===== src/rtl/ring_out_arbiter.sv =====
// ring_out_arbiter
//
// Shares one ring output link among NUM_REQ packet sources. Each cycle one
// source whose vc bit matches the current ring polarity is granted in
// round-robin order. Its packet has the hop field consumed by one and is
// registered onto the output link under a valid/ready handshake.
//
// Ports:
//   clk        single clock, rising edge
//   rst        asynchronous, active-low reset
//   req_valid  per-requester packet present
//   req_data   requester i packet at req_data[DATA_W*i +: DATA_W]
//   req_ready  one-hot grant (combinational)
//   out_valid  output register holds a packet
//   out_data   registered output packet
//   out_ready  downstream accepts out_data
//   polarity   current ring polarity (VC phase), toggles every cycle
module ring_out_arbiter #(
   parameter int NUM_REQ = 4,
   parameter int DATA_W  = 64
) (
   input  logic                        clk,
   input  logic                        rst,
   input  logic [NUM_REQ-1:0]          req_valid,
   input  logic [NUM_REQ*DATA_W-1:0]   req_data,
   output logic [NUM_REQ-1:0]          req_ready,
   output logic                        out_valid,
   output logic [DATA_W-1:0]           out_data,
   input  logic                        out_ready,
   output logic                        polarity
);

   localparam int PTR_W = (NUM_REQ > 1) ? $clog2(NUM_REQ) : 1;

   // Packet field positions
   localparam int VC_BIT = 63;
   localparam int HOP_LO = 48;
   localparam int HOP_HI = 55;

   // Consume one hop: logical shift right of the hop field only.
   function automatic logic [DATA_W-1:0] rewrite_hop(input logic [DATA_W-1:0] pkt);
      logic [DATA_W-1:0] res;
      res                = pkt;
      res[HOP_HI:HOP_LO] = pkt[HOP_HI:HOP_LO] >> 1;
      return res;
   endfunction

   logic                 pol_p0;
   logic [PTR_W-1:0]     ptr_p0;
   logic                 vld_p0;
   logic [DATA_W-1:0]    data_p0;

   logic [NUM_REQ-1:0]   elig;
   logic                 load;
   logic                 found;
   logic                 grant_vld;
   logic [PTR_W-1:0]     grant_idx;
   logic [PTR_W-1:0]     scan_idx;
   logic [DATA_W-1:0]    sel_data;

   assign load = !vld_p0 || out_ready;

   always_comb begin
      elig = '0;
      for (int i = 0; i < NUM_REQ; i++) begin
         elig[i] = req_valid[i] && (req_data[DATA_W*i + VC_BIT] == pol_p0);
      end
   end

   // Round-robin scan starting at ptr; index arithmetic wraps naturally
   // because NUM_REQ is a power of two.
   always_comb begin
      found     = 1'b0;
      grant_idx = '0;
      scan_idx  = '0;
      for (int k = 0; k < NUM_REQ; k++) begin
         scan_idx = ptr_p0 + PTR_W'(k);
         if (!found && elig[scan_idx]) begin
            found     = 1'b1;
            grant_idx = scan_idx;
         end
      end
   end

   // Grant is suppressed while the output register is stalled and while
   // reset is asserted.
   assign grant_vld = found && load && rst;

   always_comb begin
      req_ready = '0;
      if (grant_vld) begin
         req_ready[grant_idx] = 1'b1;
      end
   end

   assign sel_data = req_data[DATA_W*int'(grant_idx) +: DATA_W];

   // ---- stage p0: output register, pointer and polarity ----
   always_ff @(posedge clk or negedge rst) begin
      if (!rst) begin
         pol_p0  <= 1'b0;
         ptr_p0  <= '0;
         vld_p0  <= 1'b0;
         data_p0 <= '0;
      end else begin
         pol_p0 <= ~pol_p0;
         if (grant_vld) begin
            vld_p0  <= 1'b1;
            data_p0 <= rewrite_hop(sel_data);
            ptr_p0  <= grant_idx + PTR_W'(1);
         end else if (load) begin
            vld_p0  <= 1'b0;
         end
      end
   end

   assign out_valid = vld_p0;
   assign out_data  = data_p0;
   assign polarity  = pol_p0;

endmodule


===== config.mk =====
export PLATFORM = sky130hd
export DESIGN_NAME = ring_out_arbiter
export DESIGN_NICKNAME = d
export VERILOG_FILES = /design/src/rtl/ring_out_arbiter.sv
export SDC_FILE = /design/constraint.sdc
export NUM_CORES = 1
export LEC_CHECK = 0
export CELL_PAD_IN_SITES_DETAIL_PLACEMENT = 1
export CELL_PAD_IN_SITES_GLOBAL_PLACEMENT = 1
export CORE_UTILIZATION = 22
export DETAILED_ROUTE_END_ITERATION = 8
export PLACE_DENSITY_LB_ADDON = 0.2
export SYNTH_ARGS = -nofsm -noshare
export SYNTH_HDL_FRONTEND = slang
export SYNTH_SLANG_ARGS = --single-unit
export TNS_END_PERCENT = 100

===== constraint.sdc =====
create_clock -name clk -period 2.95 [get_ports clk]
set_clock_uncertainty 0.1 [all_clocks]
set_input_delay 0.885 -clock clk [delete_from_list [all_inputs] [get_ports clk]]
set_output_delay 0.885 -clock clk [all_outputs]
set_load 0.05 [all_outputs]

==> results of run 1 <==
-- final timing paths --
kind	start	endpoint	slack, ps	cells past startpoint
worst max-delay path	req_data[255]	req_ready[1]	-260	7
worst min-delay path	out_data[14]	out_data[14]	430	2
worst max register to register	polarity	out_data[58]	130	8
worst min register to register	out_data[14]	out_data[14]	430	2
max in group asynchronous	rst	out_data[20]	1710	2
min in group asynchronous	rst	out_data[63]	480	2
-- cells by family (layout without fill, tap and decap cells) --
group,Yosys count,after routing
AOI/OAI and AO/OA,277,277
xor gates and xnor gates,4,4
buffers and inverters,68,404
DFF,67,67
other,1,1
and+or+nand+nor,156,156
-- power groups by stage --
stage	logic (mW)	registers (mW)	clock network, mW
after floorplan	0.772	2.20	0
after global placement	2.85	1.32	0
after detailed placement	2.90	1.34	0
after CTS	2.95	1.33	1.28
after global routing	3.10	1.36	1.31
final	2.94	1.33	1.25
-- final cells by class --
class,instances,area [µm²]
fill,2385,11500
timing repair buffer,385,3810
multi-input combinational,438,2930
sequential,67,1680
tap,270,338
clock buffer,10,229
clock inverter,5,103
inverter,4,15.0
-- sequential cells by signal (all words and copies together) (netlist names) --
| name | flops |
|---|---|
| out_data | 63 |
| ptr_p0 | 2 |
| out_valid | 1 |
| polarity | 1 |
-- what timing repair did --
| item | CTS | global route |
|---|---|---|
| resized for setup | 64 | 6 |
| pin swaps | 15 | 8 |
| endpoints found under the setup margin | 68 | 47 |
| setup buffers | 9 | 3 |
-- metal layers --
layer | GRT usage, % | vias to the layer above | routed length (µm)
met5 | 0 | - | 17
met4 | 8.45 | 2 | 680
met3 | 4.04 | 41 | 1290
met2 | 40.8 | 217 | 12600
met1 | 23.7 | 2963 | 9170
li1 | - | 2829 | -
-- worst max-delay path, cell delays in order --
cell and delay (ps):
buf_6 110, xor2_4 160, a311o_1 360, a2bb2oi_4 160
and2_4 200, and3_4 210, buf_12 130
-- per-stage QoR --
stage	setup TNS (ps)	std cells	util [%]	hold WS, ps	total power [mW]
2_1_floorplan	-1210	573	-	489	2.97
3_3_place_gp	-34510	1153	41.6	407	4.17
3_5_place_dp	-41050	1153	41.6	423	4.24
4_1_cts	-1040	1177	44.1	437	5.56
5_1_grt	-1340	1179	44.3	449	5.78
6_report	-992	1179	44.3	428	5.51
-- layout by cell type (no fill, tap or decap), types with 3 or more instances in the layout --
| cell type | count |
|---|---|
| buf_2 | 3 |
| inv_1 | 3 |
| bufinv_16 | 3 |
| and3_1 | 63 |
| buf_6 | 8 |
| clkbuf_16 | 9 |
| nand2_1 | 6 |
| a221oi_1 | 63 |
| o21ai_0 | 4 |
| a21oi_1 | 67 |
| buf_4 | 50 |
| dfrtp_1 | 66 |
| o21ai_1 | 61 |
| clkdlybuf4s50_1 | 314 |
| a21boi_0 | 63 |
| nor2_1 | 64 |
| buf_12 | 8 |
==> qor.csv, run 1 <==
stage,metric,value,unit
worst_setup_path,end_kind,output port,
clocking,insertion_delay,340,ps
clocking,path_clk_slew,60,ps
timing,rsz0062_at_grt,yes,
synth,yosys.cell_types.count,39,
synth,synth_top_family_by_area,compound AO/OA/AOI/OAI gates,
synth,synthXorXnorAreaFrac,0.909,%
pwr,intPower,3.15,mW
floorplanning,rows,52,
pwr,seqPwrFrac,24.1,%
timing,final_hold_viol_count,0,
grt,grt_use_total,21.6,%
synth,synth-adder-area-share,0,%
clocking,cts_buffers,9,
clocking,clock_path_buffers,2,
worst_setup_path,path_max_fanout,4,
pwr,vdd_drop_max,0.243,mV
floorplanning,start_util,22.8,%
floorplanning,dieHeight,148,µm
timing,setup_viol,4,
timing,period_share,109,%
synth,synth_mux_area_share,0,%
synth,yosys_warnings,0,
synth,synth_largest_area_cell,dfrtp_1,
worst_setup_path,arrival,2220,ps
timing,slew_viol_final,0,
synth,synth_compound_area_share,40.2,%
routing,drt_iter0_markers,173,
place,gp_congestion,0.871,
clocking,cts_hold_buf,0,
floorplanning,ios,333,
routing,ant_nets,0,
synth,yosys.area_share.simple,16.7,%
synth,netlist_top_cells_area,"dfrtp_1, a221oi_1, a21boi_0",
pwr,pwr-share-clk,22.6,%
worst_setup_path,path_class,primary input to output port,
pwr,p_leak,3.68,nW
place,placed_area,0.00855,mm²
clocking,cts_tree,yes,
floorplanning,chipWidth,148,µm
grt,antenna_found_initial,1,
outcome,outcome,"finished, violations left",
synth,yosysMostFrequentCell,a21oi_1,
clocking,cts_sinks,67,
clocking,h-tree-depth,3,
timing,tightest_slew,787,ps
final_layout,area_growth,94.6,%
routing,drc,0,
clocking,clockRootBuffer,clkbuf_16,
synth,yosysSeqAreaShare,35.8,%
place,numPortBuffers,327,
synth,synth-edff-count,0,
pwr,power.density,605,mW/mm²
worst_setup_path,startpoint_type,primary input,
grt,grt_pass1_wl,36600,µm
final_layout,postLayoutCellArea,0.00910,mm²
timing,min_period,3210,ps
run,drv_cap,0,
routing,wl_per_cell,20.2,µm
pwr,switchingPower,2.36,mW
synth,synth_top_area_share,35.8,%
routing,drtPass1Iterations,4,
outcome,violations,negative setup slack,
grt,grt.overflow.total,0,
final_layout,finalNetCount,1168,
floorplanning,die_area,0.0219,mm²
worst_setup_path,cp_data_required_time,1970,ps
synth,syn_area_per_cell,8.17,µm²
floorplanning,core-area,0.0206,mm²
synth,synth_common_cells,"a21oi_1, dfrtp_1, nor2_1, a221oi_1, and3_1",
timing,fmax,0.312,GHz
routing,viasPerCell,5.13,
pwr,combPwrFrac,53.3,%
routing,routed_wl,23800,µm
timing,fin_ws,-257,ps
synth,synth_ff_type,dfrtp_1,
place,dpl_worst_slack,-813,ps
synth,synthArstFlopShare,100,%
routing,vias,6052,
place,dp_hpwl,17300,µm
final_layout,antenna_cells,0,
grt,grt_max_degree,127,
synth,syn_area,0.00468,mm²
synth,ys_ff_latch,67,
final_layout,drive_above_1_share,12.9,%
pwr,switching_share,42.8,%
synth,synth_fp_nets,836,
hold_path,hp-class,flop to flop,
synth,syn_inst,573,
grt,grt_pass1_vias,6549,
timing,slew_headroom,47.5,%
(Power assumes the default switching activity.)
==> run 2: changes to the inputs <==
CAP_MARGIN = 15   (was unset)
CTS_BUF_LIST = sky130_fd_sc_hd__clkbuf_16   (was unset)
==> run 2 against run 1 <==
Compared with the run above:
- the run still ends with negative setup slack left
- register-to-register slack barely moved
- power about the same
- cell area unchanged
- wire length about the same
- sequential share of layout area unchanged
- sequential power about the same
- critical endpoint unchanged
==> qor.csv, run 2 (synthesis results as in run 1) <==
stage,metric,value,unit,change
outcome,outcome,"finished, violations left",,
outcome,violations,negative setup slack,,
final_layout,layout_commonest_cell,clkdlybuf4s50_1,,
floorplanning,dieHeight,148,µm,unchanged
timing,period_share,109,%,unchanged
grt,grt_pass1_vias,6549,,unchanged
pwr,vdd_drop_max,0.243,mV,about the same
worst_setup_path,path_class,primary input to output port,,
timing,final_hold_viol_count,0,,unchanged
routing,drt_iter0_markers,173,,unchanged
pwr,p_leak,3.68,nW,+0.11%
pwr,combPwrFrac,53.3,%,about the same
routing,drtPass1Iterations,4,,unchanged
timing,fmax,0.312,GHz,unchanged
clocking,clockRootBuffer,clkbuf_16,,
timing,min_period,3210,ps,unchanged
floorplanning,die_area,0.0219,mm²,unchanged
timing,tightest_slew,785,ps,-2.60 ps
grt,grt_use_total,21.6,%,unchanged
pwr,switching_share,42.8,%,about the same
clocking,insertion_delay,340,ps,about the same
clocking,cts_hold_buf,0,,unchanged
final_layout,drive_above_1_share,12.9,%,unchanged
pwr,seqPwrFrac,24.1,%,about the same
routing,ant_nets,0,,unchanged
timing,setup_viol,4,,unchanged
hold_path,hp-class,flop to flop,,
worst_setup_path,end_kind,output port,,
timing,rsz0062_at_grt,yes,,
clocking,cts_tree,yes,,
timing,slew_viol_final,0,,unchanged
clocking,h-tree-depth,3,,unchanged
routing,routed_wl,23800,µm,about the same
final_layout,largest_reg_flops,63,,unchanged
final_layout,fillCellCount,2385,,unchanged
timing,slew_headroom,47.7,%,+0.17 points
worst_setup_path,path_max_fanout,4,,unchanged
final_layout,antenna_cells,0,,unchanged
routing,drc,0,,unchanged
floorplanning,core-area,0.0206,mm²,unchanged
clocking,path_clk_slew,60,ps,about the same
grt,grt_max_degree,127,,unchanged
routing,vias,6050,,-0.033%
worst_setup_path,startpoint_type,primary input,,
routing,wl_per_cell,20.2,µm,about the same
floorplanning,ios,333,,unchanged
place,numPortBuffers,327,,unchanged
pwr,intPower,3.15,mW,-0.11%
final_layout,final_cell_mix,"clkdlybuf4s50_1, a21oi_1, dfrtp_1, nor2_1",,
worst_setup_path,arrival,2220,ps,about the same
pwr,pwr-share-clk,22.6,%,about the same
worst_setup_path,cp_data_required_time,1970,ps,about the same
grt,grt.overflow.total,0,,unchanged
final_layout,area_growth,94.6,%,unchanged
floorplanning,start_util,22.8,%,unchanged
grt,antenna_found_initial,1,,unchanged
clocking,clock_path_buffers,2,,unchanged
run,drv_cap,0,,unchanged
pwr,power.density,605,mW/mm²,about the same
floorplanning,chipWidth,148,µm,unchanged
final_layout,postLayoutCoreUtil,44.3,%,unchanged
final_layout,finalNetCount,1168,,unchanged
timing,fin_ws,-257,ps,unchanged
place,dp_hpwl,17300,µm,unchanged
routing,viasPerCell,5.13,,about the same
place,gp_congestion,0.871,,unchanged
clocking,cts_sinks,67,,unchanged
clocking,cts_buffers,9,,unchanged
floorplanning,rows,52,,unchanged
timing,hold_ws,428,ps,unchanged
grt,grt_pass1_wl,36600,µm,unchanged
pwr,switchingPower,2.36,mW,about the same
run 2: changes by cell type in the layout (fill, tap and decap cells not counted), sizes merged:
cell and delta:
clkbuf -1, inv +1
run 2: timing repair:
action / CTS / global route
cloned: 0 / 0
setup buffers: 9 / 3
resized for setup: 64 / 6
setup endpoints to repair: 68 / 47
pin swaps: 15 / 8
run 2: metrics by stage:
step | instance area [µm²] | setup WS [ps] | setup TNS, ps | total power [mW] | cells
4_1_cts | 9080 | -280 | -1040 | 5.56 | 1177
2_1_floorplan | 4790 | -320 | -1210 | 2.97 | 573
3_3_place_gp | 8550 | -708 | -34510 | 4.17 | 1153
6_report | 9100 | -257 | -992 | 5.51 | 1179
5_1_grt | 9100 | -317 | -1340 | 5.77 | 1179
3_5_place_dp | 8550 | -813 | -41050 | 4.24 | 1153
run 2: cell type report:
cell class                 instances  area (µm²)  share of cell area [%]
timing repair buffer             385        3810                    41.8
inverter                           4        15.0                   0.165
multi-input combinational        438        2930                    32.2
clock buffer                       9         225                    2.47
sequential                        67        1680                    18.5
tap                              270         338                    3.71
clock inverter                     6         106                    1.17
run 2: worst max-delay path, stage by stage:
cell and delay, ps:
buf_6 110, xor2_4 160, a311o_1 360, a2bb2oi_4 160, and2_4 200, and3_4 210
buf_12 130
run 2: path summary, 6_finish.rpt:
| path | from | end | slack (ps) | cells after the start |
|---|---|---|---|---|
| worst max-delay path | req_data[255] | req_ready[1] | -260 | 7 |
| worst min-delay path | out_data[14] | out_data[14] | 430 | 2 |
| worst max register to register | polarity | out_data[58] | 130 | 8 |
| worst min register to register | out_data[14] | out_data[14] | 430 | 2 |
| max in group asynchronous | rst | out_data[20] | 1710 | 2 |
| min in group asynchronous | rst | out_data[63] | 480 | 2 |
run 2: power by group through the flow:
stage / sequential, mW / clock [mW] / combinational (mW)
2_1_floorplan: 2.20 / 0 / 0.772
3_3_place_gp: 1.32 / 0 / 2.85
3_5_place_dp: 1.34 / 0 / 2.90
4_1_cts: 1.33 / 1.28 / 2.95
5_1_grt: 1.36 / 1.31 / 3.10
6_report: 1.33 / 1.24 / 2.94
run 2: per-layer routing:
layer  vias to the layer above  track usage, %  wire length, µm  share of wire, %
li1                       2828               -                -                 -
met1                      2962            23.7             9160                39
met2                       217            40.8            12600                53
met3                        41            4.04             1290               5.4
met4                         2            8.45              680               2.9
met5                         -               0               17             0.072
==> run 3: changes to the inputs <==
SLEW_MARGIN = 5   (was unset)
==> results of run 3 <==
Same layout as run 2: the final DEF is identical, and so are final timing and power.
